### config.mk
export PLATFORM = sky130hd
export DESIGN_NAME = pixel_window_ctrl
export DESIGN_NICKNAME = d
export VERILOG_FILES = /design/src/rtl/pixel_pkg.sv /design/src/rtl/pixel_window_raster_counter.sv /design/src/rtl/pixel_window_ctrl.sv
export SDC_FILE = /design/constraint.sdc
export NUM_CORES = 1
export LEC_CHECK = 0
export CORE_AREA = 4 4 72 90
export DETAILED_ROUTE_END_ITERATION = 8
export DIE_AREA = 0 0 76 94
export PLACE_DENSITY = 0.74
export SYNTH_ARGS = -nofsm -noshare
export SYNTH_HDL_FRONTEND = slang
export SYNTH_HIERARCHICAL = 1
export SYNTH_SLANG_ARGS = --single-unit
export TNS_END_PERCENT = 5
### constraint.sdc
create_clock -name clk -period 2.8 [get_ports clk]
set_input_delay 0.28 -clock clk [delete_from_list [all_inputs] [get_ports clk]]
set_output_delay 0.28 -clock clk [all_outputs]
set_load 0.02 [all_outputs]
### src/rtl/pixel_pkg.sv
// Shared types and helpers for the pixel window sequencer.
// State encoding, default pixel width and counter width helpers.
package pixel_pkg;

  typedef enum logic [1:0] {
    IDLE = 2'd0,
    FILL = 2'd1,
    RUN  = 2'd2
  } state_t;

  localparam int DW_DEF = 8;

  // Column counter width; never narrower than one bit.
  function automatic int col_w(input int w);
    return (w > 1) ? $clog2(w) : 1;
  endfunction

  // Row counter width; never narrower than one bit.
  function automatic int row_w(input int h);
    return (h > 1) ? $clog2(h) : 1;
  endfunction

endpackage

### src/rtl/pixel_window_raster_counter.sv
// Raster column/row tracker for accepted pixels.
// Reports the position of the pixel being accepted this cycle.
module raster_counter
  import pixel_pkg::*;
#(
  parameter int IMG_W = 640,
  parameter int IMG_H = 480,
  localparam int CW = col_w(IMG_W),
  localparam int RW = row_w(IMG_H)
) (
  input  logic          clk,
  input  logic          reset,
  input  logic          clr,
  input  logic          adv,
  output logic [CW-1:0] col,
  output logic [RW-1:0] row,
  output logic          last
);

  localparam logic [CW-1:0] COL_MAX = CW'(IMG_W - 1);
  localparam logic [RW-1:0] ROW_MAX = RW'(IMG_H - 1);

  logic [CW-1:0] col_q;
  logic [RW-1:0] row_q;

  // Current position: a clear restarts this very pixel at (0,0).
  always_comb begin
    col  = clr ? '0 : col_q;
    row  = clr ? '0 : row_q;
    last = (col == COL_MAX) && (row == ROW_MAX);
  end

  // Step to the next raster position, wrapping exactly at line/frame end.
  always_ff @(posedge clk or posedge reset) begin
    if (reset) begin
      col_q <= '0;
      row_q <= '0;
    end else if (adv) begin
      if (col == COL_MAX) begin
        col_q <= '0;
        row_q <= (row == ROW_MAX) ? '0 : row + 1'b1;
      end else begin
        col_q <= col + 1'b1;
        row_q <= row;
      end
    end else if (clr) begin
      col_q <= '0;
      row_q <= '0;
    end
  end

endmodule

### src/rtl/pixel_window_ctrl.sv
// Delay-chain sequencer: feeds the tapped pixel chain and
// announces fully primed windows to the downstream detector.
module pixel_window_ctrl
  import pixel_pkg::*;
#(
  parameter int IMG_W     = 640,
  parameter int IMG_H     = 480,
  parameter int TAP_DEPTH = 7,
  parameter int DW        = DW_DEF
) (
  input  logic                     clk,
  input  logic                     reset,
  input  logic                     s_valid,
  output logic                     s_ready,
  input  logic [DW-1:0]            s_data,
  input  logic                     s_sof,
  output logic                     shift_en,
  output logic [DW-1:0]            shift_data,
  input  logic                     m_ready,
  output logic                     win_valid,
  output logic [col_w(IMG_W)-1:0]  win_col,
  output logic [row_w(IMG_H)-1:0]  win_row,
  output logic                     border,
  output logic                     frame_done,
  output logic                     sof_err
);

  localparam int CW = col_w(IMG_W);
  localparam int RW = row_w(IMG_H);
  localparam int FW = $clog2(TAP_DEPTH + 1);

  localparam logic [FW:0]   FILL_END = (FW + 1)'(TAP_DEPTH);
  localparam logic [FW-1:0] FILL_ONE = FW'(1);

  state_t        state_q;
  state_t        state_d;
  logic [FW-1:0] fill_q;
  logic [FW-1:0] fill_d;
  logic [FW:0]   fill_inc;
  logic          acc;
  logic          start;
  logic          mid_sof;
  logic          win_set;
  logic          done_set;
  logic [CW-1:0] pos_col;
  logic [RW-1:0] pos_row;
  logic          last;

  assign shift_data = s_data;

  // Handshake, next state and window/frame events for this cycle.
  always_comb begin
    s_ready  = 1'b0;
    state_d  = state_q;
    fill_d   = fill_q;
    win_set  = 1'b0;
    done_set = 1'b0;
    fill_inc = {1'b0, fill_q} + 1'b1;

    unique case (state_q)
      IDLE:    s_ready = 1'b1;
      FILL:    s_ready = 1'b1;
      RUN:     s_ready = m_ready || !win_valid;
      default: s_ready = 1'b0;
    endcase
    s_ready = s_ready && !reset;

    acc      = s_valid && s_ready;
    start    = acc && s_sof;
    mid_sof  = start && (state_q != IDLE);
    shift_en = acc && ((state_q != IDLE) || s_sof);

    if (start) begin
      fill_d = FILL_ONE;
      if (TAP_DEPTH == 1) begin
        state_d = RUN;
        win_set = 1'b1;
      end else begin
        state_d = FILL;
      end
    end else if (acc) begin
      unique case (state_q)
        FILL: begin
          fill_d = fill_inc[FW-1:0];
          if (fill_inc >= FILL_END) begin
            state_d = RUN;
            win_set = 1'b1;
          end
        end
        RUN:     win_set = 1'b1;
        default: win_set = 1'b0;
      endcase
    end

    if (shift_en && last && !start) begin
      state_d  = IDLE;
      done_set = 1'b1;
    end
  end

  // State and fill-level registers.
  always_ff @(posedge clk or posedge reset) begin
    if (reset) begin
      state_q <= IDLE;
      fill_q  <= '0;
    end else begin
      state_q <= state_d;
      fill_q  <= fill_d;
    end
  end

  // Window presentation: new window replaces, else held until taken.
  always_ff @(posedge clk or posedge reset) begin
    if (reset) begin
      win_valid  <= 1'b0;
      win_col    <= '0;
      win_row    <= '0;
      border     <= 1'b0;
      frame_done <= 1'b0;
      sof_err    <= 1'b0;
    end else begin
      frame_done <= done_set;
      sof_err    <= mid_sof;
      if (win_set) begin
        win_valid <= 1'b1;
        win_col   <= pos_col;
        win_row   <= pos_row;
        border    <= int'(pos_col) < TAP_DEPTH - 1;
      end else if (mid_sof || m_ready) begin
        win_valid <= 1'b0;
      end
    end
  end

  raster_counter #(
    .IMG_W (IMG_W),
    .IMG_H (IMG_H)
  ) u_cnt (
    .clk   (clk),
    .reset (reset),
    .clr   (start),
    .adv   (shift_en),
    .col   (pos_col),
    .row   (pos_row),
    .last  (last)
  );

endmodule

==> flow_summary.yaml, run 1 <==
outcome:
  status: "completed"
critical_path:
  required_ns: 2.98
  startpoint: "state_q[0]"
  r2r_start: "state_q[0]"
  cp-end-kind: "register"
  cp-start-kind: "register"
  ff2ff_path_depth: 12
  r2r_end: "u_cnt/row_q[8]"
  ff2ff_setup_slack_ns: 0.14
  path_class: "reg2reg"
  cp_data_arrival_time_ns: 2.85
  crit_fanout: 7
sta:
  hold_ws_ns: 0.516
  max_freq_mhz: 375
  period_needed_ns: 2.66
  maxSlewViolCount: 0
  layout_setup_ws_ns: 0.136
  fin_skew_ns: 0.00656
  slew-limit-headroom: 0.499
  rsz0062_at_grt: "yes"
  hold_violations: 0
  min_period_over_period: 0.951
  setup_violations: 0
  worst_pin_slew_ns: 0.751
cts:
  cts_root_buf: "clkbuf_8"
  cts_max_level: 2
  clock-sinks: 47
  cts_buffers: 5
  cts_tree: "built"
  clockBufferDepth: 2
  cts_setup_buffers: 0
  clk_latency_ns: 0.29
  clk_pin_slew_ns: 0.09
route:
  drt-met1-wl_mm: 2.31
  wl_mm: 5.30
  vias_per_cell: 5.41
  final_antenna_net_count: 0
  firstDrtPassIters: 4
  via_count: 1814
  met3WireLength_um: 144
  wl_met2_mm: 2.75
  drc_errors: 0
  wire_per_inst_um: 15.8
  drtIter0Drc: 73
  top_layer: "met4"
power:
  power_density_mw_per_mm2: 645
  peakVddDrop_uv: 503
  leakage_nw: 1.66
grt:
  grt_max_degree: 20
  grt_first_pass_wirelength_mm: 9.11
  grt_usage: 0.157
  antenna_found_initial: 0
  grt_pass1_vias: 1890
  overflow: 0
floorplanning:
  die_w_um: 76
  core_mm2: 0.00570
  die_h_um: 94
  io_pins: 46
  rows: 31
  initial_core_util: 0.452
  die-area_mm2: 0.00714
place:
  hpwlAfterDp_mm: 3.92
  place_area_mm2: 0.00307
  portBuffers: 29
  dp.cells: 327
  place.gp.congestion: 0.818
  pre_cts_slack_ns: 0.00682
synthesis:
  yosys.area_share.simple: 0.227
  syn_nets: 245
  synth_warnings: 6
  ys_ff_latch: 47
  async_flop_share: 1.00
  synth-compound-area-share: 0.0573
  synth_top_family_by_area: "simple AND/OR/NAND/NOR gates"
  yosysSeqAreaShare: 0.456
  yosysTopAreaCell: "dfrtp_1"
  yosys.area.top_type_share: 0.456
  synth_area_leaders: "dfrtp_1 (46%), mux2_4 (11%), ha_1 (3.4%)"
  synthAdderAreaFrac: 0.0340
  syn_area_per_cell_um2: 11.5
  syn_inst: 225
  netlist_area_mm2: 0.00258
  ys.flop_type: "dfrtp_1"
  synth_edf_count: 0
  synth-xor-area-share: 0.0306
  muxShareOfSynthArea: 0.136
  synth_cell_types: 49
worst_hold_path:
  hp-class: "reg2reg"
  min_path_cells: 1
  min_from: "border"
  hold_path_end: "border"
layout:
  diodes: 0
  nFillCells: 504
  syn_to_final_growth_pct: 25.6
  instances_no_fill: 335
  final_layout_size_suffix_gt1_frac: 0.279
  stdcell_area_mm2: 0.00324
  fin_nets: 288
  post-route-util: 0.568
job:
  drv_cap: 0
-- stage by stage --
step	total power, mW	setup TNS (ns)
2_1_floorplan	1.32	0
3_3_place_gp	1.46	0
3_5_place_dp	1.49	0
4_1_cts	2.07	0
5_1_grt	2.21	-0.0158
6_report	2.09	0
-- state kept, by name, summed over array words and instances (netlist names) --
signal	cells
state_q	2
win_row	9
fill_q	3
u_cnt/row_q	9
u_cnt/col_q	10
sof_err	1
win_col	10
border	1
win_valid	1
frame_done	1
-- routing by layer --
layer	vias up	global-route usage
li1	870	-
met1	902	0.189
met3	10	0.0230
met5	-	0
met2	32	0.282
met4	0	0.0608
-- what timing repair did --
item / 4_1_cts / 5_1_grt
hold buffers: 0 / 0
resized for setup: 0 / 6
setup endpoints to repair: 0 / 2
-- worst max-delay path by stage --
| stage | endpoint | slack [ns] | depth (start not counted) |
|---|---|---|---|
| finish | u_cnt/row_q[8] | 0.14 | 12 |
| global route | state_q[0] | -0.02 | 14 |
| CTS | shift_en | 0.10 | 6 |
| detailed placement | u_cnt/row_q[8] | 0.007 | 12 |
| global placement | state_q[0] | 0.01 | 13 |
| floorplan | u_cnt/row_q[8] | 0.0007 | 16 |
-- placed cells by master (no fill, tap or decap), types with 2 or more instances in the layout --
master	Yosys	final
clkbuf_8	0	5
ha_4	0	3
dfrtp_1	47	46
a31oi_1	3	3
mux2_2	3	3
nand2b_1	5	4
a21oi_1	5	4
bufinv_16	0	2
mux2_4	19	19
nor4_1	3	3
nor2_1	10	9
nand4_1	5	5
and3_4	0	3
mux2i_1	2	2
and4b_1	2	2
nand3_1	11	11
xnor2_1	5	5
nor2b_1	14	13
inv_1	9	8
and3_1	6	3
o2bb2ai_1	2	2
ha_1	7	3
clkdlybuf4s50_1	0	28
nor3_1	6	6
and2b_1	3	3
buf_4	9	22
xor2_1	4	4
o21ai_0	2	2
nand2_1	14	13
-- report_power, final --
group | internal, mW | switching (mW) | total (mW) | leakage [nW]
Combinational | 0.336 | 0.340 | 0.676 | 0.956
Sequential | 0.755 | 0.0820 | 0.837 | 0.636
Clock | 0.357 | 0.219 | 0.576 | 0.0654
Total | 1.45 | 0.641 | 2.09 | 1.66
-- worst max-delay path, stage by stage, from the launching register on --
cell	delay, ns
dfrtp_2	0.43
inv_1	0.11
ha_2	0.22
a211o_4	0.35
nand2_4	0.08
nor2_4	0.05
buf_4	0.18
nor2b_4	0.14
ha_4	0.15
and3_4	0.19
and3_4	0.17
and3_4	0.16
mux2_1	0.32
-- cell type report --
cell class	instances	area, um2	area share
tap	66	82.6	0.0255
timing repair buffer	51	458	0.141
multi-input combinational	154	1350	0.418
clock buffer	6	72.6	0.0224
sequential	47	1180	0.364
inverter	9	33.8	0.0104
clock inverter	2	60.1	0.0185
-- cells in the mapped netlist, types with 3 or more instances --
library cell / number
inv_1: 9
nand2b_1: 5
and3_1: 6
nor2_1: 10
dfrtp_1: 47
nand3_1: 11
xor2_1: 4
nand4_1: 5
nor4_1: 3
buf_6: 4
and2b_1: 3
mux2_2: 3
xnor2_1: 5
ha_1: 7
buf_4: 9
nor3_1: 6
a31oi_1: 3
nand2_1: 14
a21oi_1: 5
mux2_4: 19
nor2b_1: 14
-- cells by family after synthesis --
family / Yosys count
muxes: 25
DFF: 47
AOI/OAI and AO/OA: 21
buffers and inverters: 24
and+or+nand+nor: 92
adders and majority gates: 7
xor gates and xnor gates: 9
(Power assumes the default switching activity.)
==> inputs of run 2 (changes only) <==
--- a/config.mk
+++ b/config.mk
@@ -5,12 +5,11 @@
 export SDC_FILE = /design/constraint.sdc
 export NUM_CORES = 1
 export LEC_CHECK = 0
-export CORE_AREA = 4 4 72 90
+export CORE_AREA = 4 4 71 89
 export DETAILED_ROUTE_END_ITERATION = 8
-export DIE_AREA = 0 0 76 94
-export PLACE_DENSITY = 0.74
+export DIE_AREA = 0 0 75 93
+export PLACE_DENSITY = 0.73
 export SYNTH_ARGS = -nofsm -noshare
 export SYNTH_HDL_FRONTEND = slang
-export SYNTH_HIERARCHICAL = 1
 export SYNTH_SLANG_ARGS = --single-unit
 export TNS_END_PERCENT = 5
==> flow_summary.yaml, run 2 <==
outcome:
  status: "finished with violations"
  violations: "negative setup slack"
grt:
  grt_max_degree: 48
  grt_usage: 0.179
  grt_first_pass_wirelength_mm: 9.73
  overflow: 0
  antenna_found_initial: 0
  grt_pass1_vias: 2029
sta:
  maxSlewViolCount: 0
  hold_ws_ns: 0.519
  layout_setup_ws_ns: -0.0194
  fin_skew_ns: 0.00943
  hold_violations: 0
  slew-limit-headroom: 0.614
  rsz0062_at_grt: "yes"
  min_period_over_period: 1.01
  period_needed_ns: 2.82
  setup_violations: 2
  worst_pin_slew_ns: 0.579
  max_freq_mhz: 355
synthesis:
  synth_edf_count: 0
  post-synth-top-count-cell: "dfrtp_1"
  ys.flop_type: "dfrtp_1"
  synth_cell_types: 47
  yosysTopAreaCell: "dfrtp_1"
  syn_nets: 276
  yosys.area.top_type_share: 0.473
  netlist_area_mm2: 0.00249
  synth_warnings: 0
  async_flop_share: 1.00
  synth_common_cells: "dfrtp_1 (47), nand2_1 (31), inv_1 (20)"
  syn_area_per_cell_um2: 9.75
  ys_ff_latch: 47
  yosysSeqAreaShare: 0.473
  synth_area_leaders: "dfrtp_1 (47%), mux2i_1 (6.0%), nand2_1 (4.7%)"
  syn_inst: 255
route:
  final_antenna_net_count: 0
  via_count: 2033
  firstDrtPassIters: 4
  drtIter0Drc: 107
  wl_mm: 5.63
  drc_errors: 0
  vias_per_cell: 5.59
  wire_per_inst_um: 15.5
cts:
  cts_max_level: 2
  cts_root_buf: "clkbuf_8"
  clk_latency_ns: 0.30
  clock-sinks: 47
  cts_tree: "built"
  clk_pin_slew_ns: 0.08
  clockBufferDepth: 2
  cts_setup_buffers: 0
  cts_buffers: 5
layout:
  layout_commonest_cell: "dfrtp_1"
  fin_nets: 320
  final_cell_mix: "dfrtp_1 (45), nand2_1 (29), clkdlybuf4s50_1 (29)"
  top_regs: "u_cnt.col_q (10), win_col (10)"
  nFillCells: 479
  stdcell_area_mm2: 0.00321
  syn_to_final_growth_pct: 28.9
  final_layout_size_suffix_gt1_frac: 0.210
  post-route-util: 0.589
  diodes: 0
floorplanning:
  initial_core_util: 0.457
  rows: 30
  die_h_um: 93
  core_mm2: 0.00544
  io_pins: 46
  die_w_um: 75
  die-area_mm2: 0.00698
power:
  leakage_nw: 1.40
  intPower_mw: 1.67
  peakVddDrop_uv: 292
  p_clk_frac: 0.230
  power_density_mw_per_mm2: 786
  power.combinational.fraction: 0.392
  swShare: 0.338
  p_seq_frac: 0.378
  switching_power_uw: 851
critical_path:
  r2r_start: "state_q[0]"
  required_ns: 3.03
  r2r_end: "u_cnt.row_q[3]"
  path_class: "reg2reg"
  path_cells: "inv_4 > ha_4 > a211o_4 > nand2_4 > and2_4 > ha_4 > nand2_2 > or3_4 > or4_4 > or4_1 > o21ai_1"
  ff2ff_setup_slack_ns: -0.02
  crit_fanout: 5
  slowest_delay_ns: 0.46
  path_common_cell: "ha_4"
  cp_data_arrival_time_ns: 3.04
  cp-start-kind: "register"
  crit_path_top_delay_cell: "or4_4"
  cp-end-kind: "register"
  ff2ff_path_depth: 11
worst_hold_path:
  hp-class: "reg2reg"
  min_path_cells: 2
  hold_path_end: "win_col[8]"
  min_from: "win_col[8]"
place:
  place.gp.congestion: 0.894
  place_area_mm2: 0.00301
  portBuffers: 29
  hpwlAfterDp_mm: 4.11
job:
  drv_cap: 0
## run 2: cell count changes after synthesis, sizes merged, moves of 6 or more
cell / previous run / this run
inv: 9 / 20
nor2b: 14 / 2
a21oi: 5 / 11
o21ai: 2 / 8
mux2i: 2 / 15
mux2: 23 / 7
nand2: 14 / 31
and2: 0 / 6
## run 2: timing repair
action | CTS | global route
hold buffers | 0 | 0
setup endpoints to repair | 8 | 12
hold endpoints to repair | 0 | 0
resized for setup | 5 | 9
gates cloned | 0 | 0
pin swaps | 0 | 1
## run 2: power by group through the flow
| stage | Clock (mW) | Sequential [mW] | Combinational [mW] |
|---|---|---|---|
| 2_1_floorplan | 0 | 1.08 | 0.459 |
| 3_3_place_gp | 0 | 0.964 | 0.954 |
| 3_5_place_dp | 0 | 0.970 | 0.970 |
| 4_1_cts | 0.593 | 0.956 | 0.988 |
| 5_1_grt | 0.611 | 0.980 | 1.08 |
| 6_report | 0.580 | 0.953 | 0.987 |
## run 2: worst max-delay path: cells and delay by family (launching register included)
family / cells / cell delay (ns)
AO/OA/AOI/OAI: 2 / 0.41
adder cells (fa/ha/maj): 2 / 0.30
buffers and inverters: 1 / 0.07
flip-flops: 1 / 0.45
AND/OR/NAND/NOR: 6 / 1.54
## run 2: routing by layer
layer,vias up,track usage,part of all wire
li1,976,-,-
met4,0,0.0772,0.030
met1,984,0.238,0.44
met5,-,0,0
met2,61,0.289,0.49
met3,12,0.0215,0.044
## run 2: worst max-delay path by stage
stage / start / endpoint / slack, ns / cells past startpoint
2_1_floorplan: state_q[0] / u_cnt.row_q[6] / -0.27 / 14
3_3_place_gp: m_ready / u_cnt.row_q[6] / -0.22 / 11
3_5_place_dp: m_ready / u_cnt.row_q[3] / -0.30 / 11
4_1_cts: state_q[1] / u_cnt.row_q[3] / -0.03 / 11
5_1_grt: state_q[0] / u_cnt.row_q[3] / -0.13 / 11
6_report: state_q[0] / u_cnt.row_q[3] / -0.02 / 11
## run 2: metrics by stage
| step | setup TNS [ns] | power (mW) | setup slack, ns | std cells |
|---|---|---|---|---|
| after CTS | -0.0858 | 2.54 | -0.0345 | 364 |
| after global routing | -0.468 | 2.67 | -0.134 | 364 |
| final | -0.0319 | 2.52 | -0.0194 | 364 |
| after floorplan | -0.930 | 1.54 | -0.273 | 255 |
| after detailed placement | -2.14 | 1.94 | -0.299 | 356 |
| after global placement | -1.46 | 1.92 | -0.224 | 356 |
## run 2: area by class of cell
type	instances	area, um2	share of cell area
repair buffers	54	485	0.151
well taps	64	80.1	0.0250
inverters	20	77.6	0.0242
flip-flops and latches	47	1180	0.368
clock buffers	6	72.6	0.0226
clock inverters	2	60.1	0.0187
multi-input cells	171	1250	0.390
## run 2: cell families after synthesis
| kind of cell | synth area share |
|---|---|
| xor gates and xnor gates | 0.0176 |
| buffers and inverters | 0.0689 |
| muxes | 0.0921 |
| adders and majority gates | 0.0403 |
| AOI/OAI and AO/OA | 0.102 |
| DFF | 0.473 |
| and+or+nand+nor | 0.206 |
